### src/rtl/sram_port_arbiter.sv
// Two-requester arbiter/sequencer in front of a single 32-bit SRAM controller port.
// One request is latched at a time. It issues a single strobe, waits for an ack
// or a timeout, then returns a one-cycle ack to the granted requester.
module sram_port_arbiter #(
  parameter int unsigned FIXED_PRIO  = 0,
  parameter int unsigned TIMEOUT_CYC = 64
) (
  input  logic        i_clk,
  input  logic        i_rst_n,
  input  logic        i_p0_req,
  input  logic        i_p0_we,
  input  logic [17:0] i_p0_addr,
  input  logic [31:0] i_p0_wdata,
  input  logic [3:0]  i_p0_bmask,
  output logic        o_p0_ack,
  output logic        o_p0_err,
  output logic [31:0] o_p0_rdata,
  input  logic        i_p1_req,
  input  logic        i_p1_we,
  input  logic [17:0] i_p1_addr,
  input  logic [31:0] i_p1_wdata,
  input  logic [3:0]  i_p1_bmask,
  output logic        o_p1_ack,
  output logic        o_p1_err,
  output logic [31:0] o_p1_rdata,
  output logic [17:0] o_mem_addr,
  output logic [31:0] o_mem_wdata,
  output logic [3:0]  o_mem_bmask,
  output logic        o_mem_wren,
  output logic        o_mem_rden,
  input  logic [31:0] i_mem_rdata,
  input  logic        i_mem_ack,
  output logic        o_busy,
  output logic [1:0]  o_grant
);

  localparam int unsigned CW    = (TIMEOUT_CYC > 2) ? $clog2(TIMEOUT_CYC) : 1;
  localparam logic [CW-1:0] CNT_LAST = CW'(TIMEOUT_CYC - 1);
  localparam bit FIXED = (FIXED_PRIO != 0);

  typedef enum logic [1:0] {
    S_IDLE  = 2'd0,
    S_ISSUE = 2'd1,
    S_WAIT  = 2'd2,
    S_RESP  = 2'd3
  } state_t;

  state_t        state_q, state_d;
  logic          we_q;
  logic [17:0]   addr_q;
  logic [31:0]   wdata_q;
  logic [3:0]    bmask_q;
  logic [1:0]    grant_q;
  logic [31:0]   rdata_q;
  logic          err_q;
  logic [CW-1:0] cnt_q;
  logic          last_p1_q;   // 1 = port 1 was served last
  logic          pick_p0;
  logic          any_req;
  logic          timeout;
  logic          xfer_phase;

  // Arbitration choice and next-state decode
  always_comb begin
    state_d    = state_q;
    any_req    = i_p0_req | i_p1_req;
    pick_p0    = i_p0_req & (~i_p1_req | FIXED | last_p1_q);
    timeout    = (cnt_q == CNT_LAST);
    xfer_phase = (state_q == S_ISSUE) || (state_q == S_WAIT);
    case (state_q)
      S_IDLE:  if (any_req) state_d = S_ISSUE;
      S_ISSUE: state_d = i_mem_ack ? S_RESP : S_WAIT;
      S_WAIT:  if (i_mem_ack || timeout) state_d = S_RESP;
      S_RESP:  state_d = S_IDLE;
      default: state_d = S_IDLE;
    endcase
  end

  // Controller-side and requester-side outputs, decoded from state and latches
  always_comb begin
    o_mem_addr  = xfer_phase ? addr_q  : '0;
    o_mem_wdata = xfer_phase ? wdata_q : '0;
    o_mem_bmask = xfer_phase ? bmask_q : '0;
    o_mem_wren  = (state_q == S_ISSUE) &  we_q;
    o_mem_rden  = (state_q == S_ISSUE) & ~we_q;
    o_busy      = (state_q != S_IDLE);
    o_grant     = (state_q == S_IDLE) ? '0 : grant_q;
    o_p0_ack    = (state_q == S_RESP) & grant_q[0];
    o_p1_ack    = (state_q == S_RESP) & grant_q[1];
    o_p0_err    = o_p0_ack & err_q;
    o_p1_err    = o_p1_ack & err_q;
    o_p0_rdata  = o_p0_ack ? rdata_q : '0;
    o_p1_rdata  = o_p1_ack ? rdata_q : '0;
  end

  // State register
  always_ff @(posedge i_clk) begin
    if (!i_rst_n) state_q <= S_IDLE;
    else          state_q <= state_d;
  end

  // Request latches, timeout counter, response capture and round-robin pointer
  always_ff @(posedge i_clk) begin
    if (!i_rst_n) begin
      we_q      <= 1'b0;
      addr_q    <= '0;
      wdata_q   <= '0;
      bmask_q   <= '0;
      grant_q   <= '0;
      rdata_q   <= '0;
      err_q     <= 1'b0;
      cnt_q     <= '0;
      last_p1_q <= 1'b1;
    end else begin
      case (state_q)
        S_IDLE: begin
          if (any_req) begin
            grant_q <= pick_p0 ? 2'b01 : 2'b10;
            we_q    <= pick_p0 ? i_p0_we    : i_p1_we;
            addr_q  <= pick_p0 ? i_p0_addr  : i_p1_addr;
            wdata_q <= pick_p0 ? i_p0_wdata : i_p1_wdata;
            bmask_q <= pick_p0 ? i_p0_bmask : i_p1_bmask;
          end
        end
        S_ISSUE: begin
          cnt_q <= '0;
          if (i_mem_ack) begin
            rdata_q <= we_q ? '0 : i_mem_rdata;
            err_q   <= 1'b0;
          end
        end
        S_WAIT: begin
          if (i_mem_ack) begin
            rdata_q <= we_q ? '0 : i_mem_rdata;
            err_q   <= 1'b0;
          end else if (timeout) begin
            rdata_q <= '0;
            err_q   <= 1'b1;
          end else begin
            cnt_q <= cnt_q + 1'b1;
          end
        end
        S_RESP: begin
          last_p1_q <= grant_q[1];
        end
        default: ;
      endcase
    end
  end

endmodule
### config.mk
export PLATFORM = sky130hd
export DESIGN_NAME = sram_port_arbiter
export DESIGN_NICKNAME = d
export VERILOG_FILES = /design/src/rtl/sram_port_arbiter.sv
export SDC_FILE = /design/constraint.sdc
export NUM_CORES = 1
export LEC_CHECK = 0
export BUFFER_PORTS_ARGS = -buffer_cell sky130_fd_sc_hd__buf_2
export CORE_MARGIN = 2
export CORE_UTILIZATION = 45
export CTS_BUF_LIST = sky130_fd_sc_hd__clkbuf_8
export DETAILED_ROUTE_END_ITERATION = 8
export PLACE_DENSITY_LB_ADDON = 0.15
export SLEW_MARGIN = 20
export SYNTH_ARGS = -nofsm -noshare
export SYNTH_HDL_FRONTEND = slang
export SYNTH_SLANG_ARGS = --single-unit
### constraint.sdc
create_clock -name i_clk -period 1.8 [get_ports i_clk]
set_input_delay 0.18 -clock i_clk [delete_from_list [all_inputs] [get_ports i_clk]]
set_output_delay 0.18 -clock i_clk [all_outputs]
set_load 0.005 [all_outputs]
==> metrics.csv <==
metric,value,unit
hpwl dp,10500,microns
average size of a mapped cell,8.43,sq um
CTS tree,done,
initial antenna violation count,2,
Synth cell types,37,
# rows,37,
IO Pins,274,
main combinational cell family by area after synthesis,simple AND/OR/NAND/NOR gates,
PortBufs,273,
Post-Synthesis Cells,559,
synthesized-area fraction occupied by and/or/nand/nor cells,0.311,
CTS root buffer,clkbuf_8,
Pins Over Slew Limit,0,
Pleak,3.71,nW
Compound-Gate Fraction of Synth Area,0.190,
Peak VDD IR,0.641,mV
Vias/cell,5.69,
unrepaired setup endpoints after global routing,true,
first-pass GRT wire length,23800,microns
Setup crit end kind,output port,
drt first pass iters,9,
DR vias,5522,
post-route setup slack,-0.0252,ns
P&R area growth vs syn,56.0,%
crit path DAT,1.65,ns
cell area after synthesis,0.00471,sq mm
CTS max path bufs,2,
Ys Warns,0,
Layout Nets,981,
# H-tree levels,3,
Final Hold Viols,0,
WS Path Type,flip-flop to output port,
Overflow after GRT,0,
DRT iter0 DRCs,507,
Routed WL,16600,microns
adder-cell share of the synthesized area,0.0133,
GPL Wtd Cong,0.912,
clock buffer count from CTS,9,
antenna-violating nets left,0,
worst-path maximum fanout,6,
Tightest Hold Check Type,input pin to flip-flop,
Fin Hold WS,0.0480,ns
WP data required,1.62,ns
WL/cell,17.1,microns
chip width,106,microns
largest net degree at the start of global routing,58,
Synthesized Nets,711,
maximum clock rate,548,MHz
total power,0.0103,W
sequential-to-total area share from yosys stat,0.421,
sequential cell area,0.00198,sq mm
worst-case reg-to-reg path depth,8,
failing checks,"design-rule violations, negative setup slack",
Skew-Pair Late Insertion Delay,0.36,ns
Fin Clk Skew,0.00581,ns
Setup TNS,-0.478,ns
status,"complete, but fails checks",
global-route usage over all layers,0.257,
"Setup violations, final",58,
die height,106,microns
Final period util,1.01,
Slew @ Worst Pin,0.444,ns
pwr/cell area,1400,mW/mm^2
post-synthesis xor/xnor area fraction,0,
Hold Crit Depth,3,
vias in the first global route,4969,
CTS Hold Bufs,0,
max_cap viols,0,
Multi-input gate area,0.00267,sq mm
post-synthesis mux area share,0,
# fillers,801,
Slew Limit Headroom,0.703,
clk sinks,99,
drc violations,6,
Initial Utilization,0.461,
core area,0.0102,sq mm
Die ar.,0.0113,sq mm
share of layout cells above drive strength 1,0.476,
min Tclk post-route,1.83,ns
"FF+latch count, synth",99,
startpoint types,flip-flop,
Clock transition at path regs,0.09,ns
-- layer usage --
layer	part of all wire	track usage
met4	0.033	0.125
met2	0.51	0.441
met1	0.37	0.299
met3	0.086	0.0638
met5	0	0
-- cells by family (layout without fill, tap and decap cells) --
| kind of cell | Yosys count | in the layout |
|---|---|---|
| AND/OR/NAND/NOR | 277 | 278 |
| AO/OA/AOI/OAI | 113 | 113 |
| flip-flops | 99 | 99 |
| buffers and inverters | 65 | 339 |
| adder cells (fa/ha/maj) | 5 | 5 |
| other | 0 | 1 |
-- worst paths after layout --
path / start / endpoint / slack [ns]
setup / recovery: state_q[1]$_SDFFE_PN0P_ / o_mem_addr[8] / -0.03
hold / removal: i_p0_wdata[8] / wdata_q[8]$_SDFFE_PN0P_ / 0.05
setup reg to reg: state_q[0]$_SDFFE_PN0P_ / rdata_q[6]$_SDFFE_PN0P_ / 0.08
hold reg to reg: rdata_q[2]$_SDFFE_PN0P_ / rdata_q[2]$_SDFFE_PN0P_ / 0.46
-- sequential cells by signal (all words and copies together), names as in the netlist --
name	flops
state_q	2
wdata_q	32
cnt_q	6
rdata_q	32
grant_q	2
addr_q	18
last_p1_q	1
err_q	1
bmask_q	4
we_q	1
-- through the flow --
stage	util	worst slack, ns	instance area, sq um	std cells
after floorplan	-	0.214	4710	559
after global placement	0.611	-0.209	6250	933
after detailed placement	0.612	0.00842	6260	933
after CTS	0.677	-0.0447	6920	960
after global routing	0.718	-0.0862	7350	971
final	0.718	-0.0252	7350	971
-- cell usage after synthesis (all sizes together) --
cell | instances | share of area
inv | 9 | 0.0072
a21boi | 1 | 0.0016
nand4b | 2 | 0.0069
nor4b | 1 | 0.0019
or3 | 1 | 0.0013
a222oi | 55 | 0.12
nand2 | 41 | 0.033
clkbuf | 32 | 0.025
and2 | 56 | 0.074
nor3 | 2 | 0.0021
nor2b | 4 | 0.0053
o31a | 1 | 0.0019
a21oi | 41 | 0.044
dfxtp | 99 | 0.42
nor2 | 63 | 0.051
o31ai | 1 | 0.0045
buf | 24 | 0.033
and4 | 3 | 0.0056
o211ai | 3 | 0.0048
a22o | 1 | 0.0019
a21o | 1 | 0.0016
nand4 | 1 | 0.0013
ha | 5 | 0.013
a32o | 1 | 0.0021
a211oi | 3 | 0.0048
or2 | 1 | 0.0013
and3 | 66 | 0.088
nand2b | 1 | 0.0013
and4b | 1 | 0.0021
o21ai | 5 | 0.0061
nand3 | 34 | 0.036
-- cell type report --
cell class	count	share of cell area
clock buffer	11	0.0206
clock inverter	5	0.00289
antenna	1	0.000340
multi-input combinational	396	0.363
inverter	9	0.00494
tap	136	0.0231
timing repair buffer	314	0.315
sequential	99	0.270
-- cells in the final DEF, fill, tap and decap left out, types with 3 or more instances in the layout --
cell type / count
a211oi_1: 3
a21oi_1: 38
a222oi_1: 55
and2_1: 15
and2_4: 41
and3_1: 58
and3_4: 8
and4_1: 3
buf_12: 13
buf_16: 4
buf_2: 231
buf_4: 14
buf_6: 44
clkbuf_16: 7
clkbuf_8: 11
dfxtp_1: 97
inv_1: 9
nand2_1: 41
nand3_1: 34
nor2_1: 60
nor2b_1: 3
o211ai_1: 3
-- worst max-delay path: stages (launching register included) --
cell	delay [ns]
dfxtp_2	0.34
buf_6	0.10
inv_4	0.04
ha_4	0.26
buf_8	0.14
clkbuf_16	0.15
and2_1	0.13
buf_2	0.12
-- power by group --
group	internal, W	switching [W]
clock	0.000561	0.000758
sequential	0.00269	0.000324
combinational	0.00320	0.00276
-- timing repair --
| action | CTS | global route |
|---|---|---|
| resized for setup | 77 | 51 |
| endpoints found under the setup margin | 57 | 156 |
| setup buffers | 8 | 2 |
| cloned | 4 | 8 |
| pin swaps | 7 | 4 |
Power figures use the tool's default switching activity.
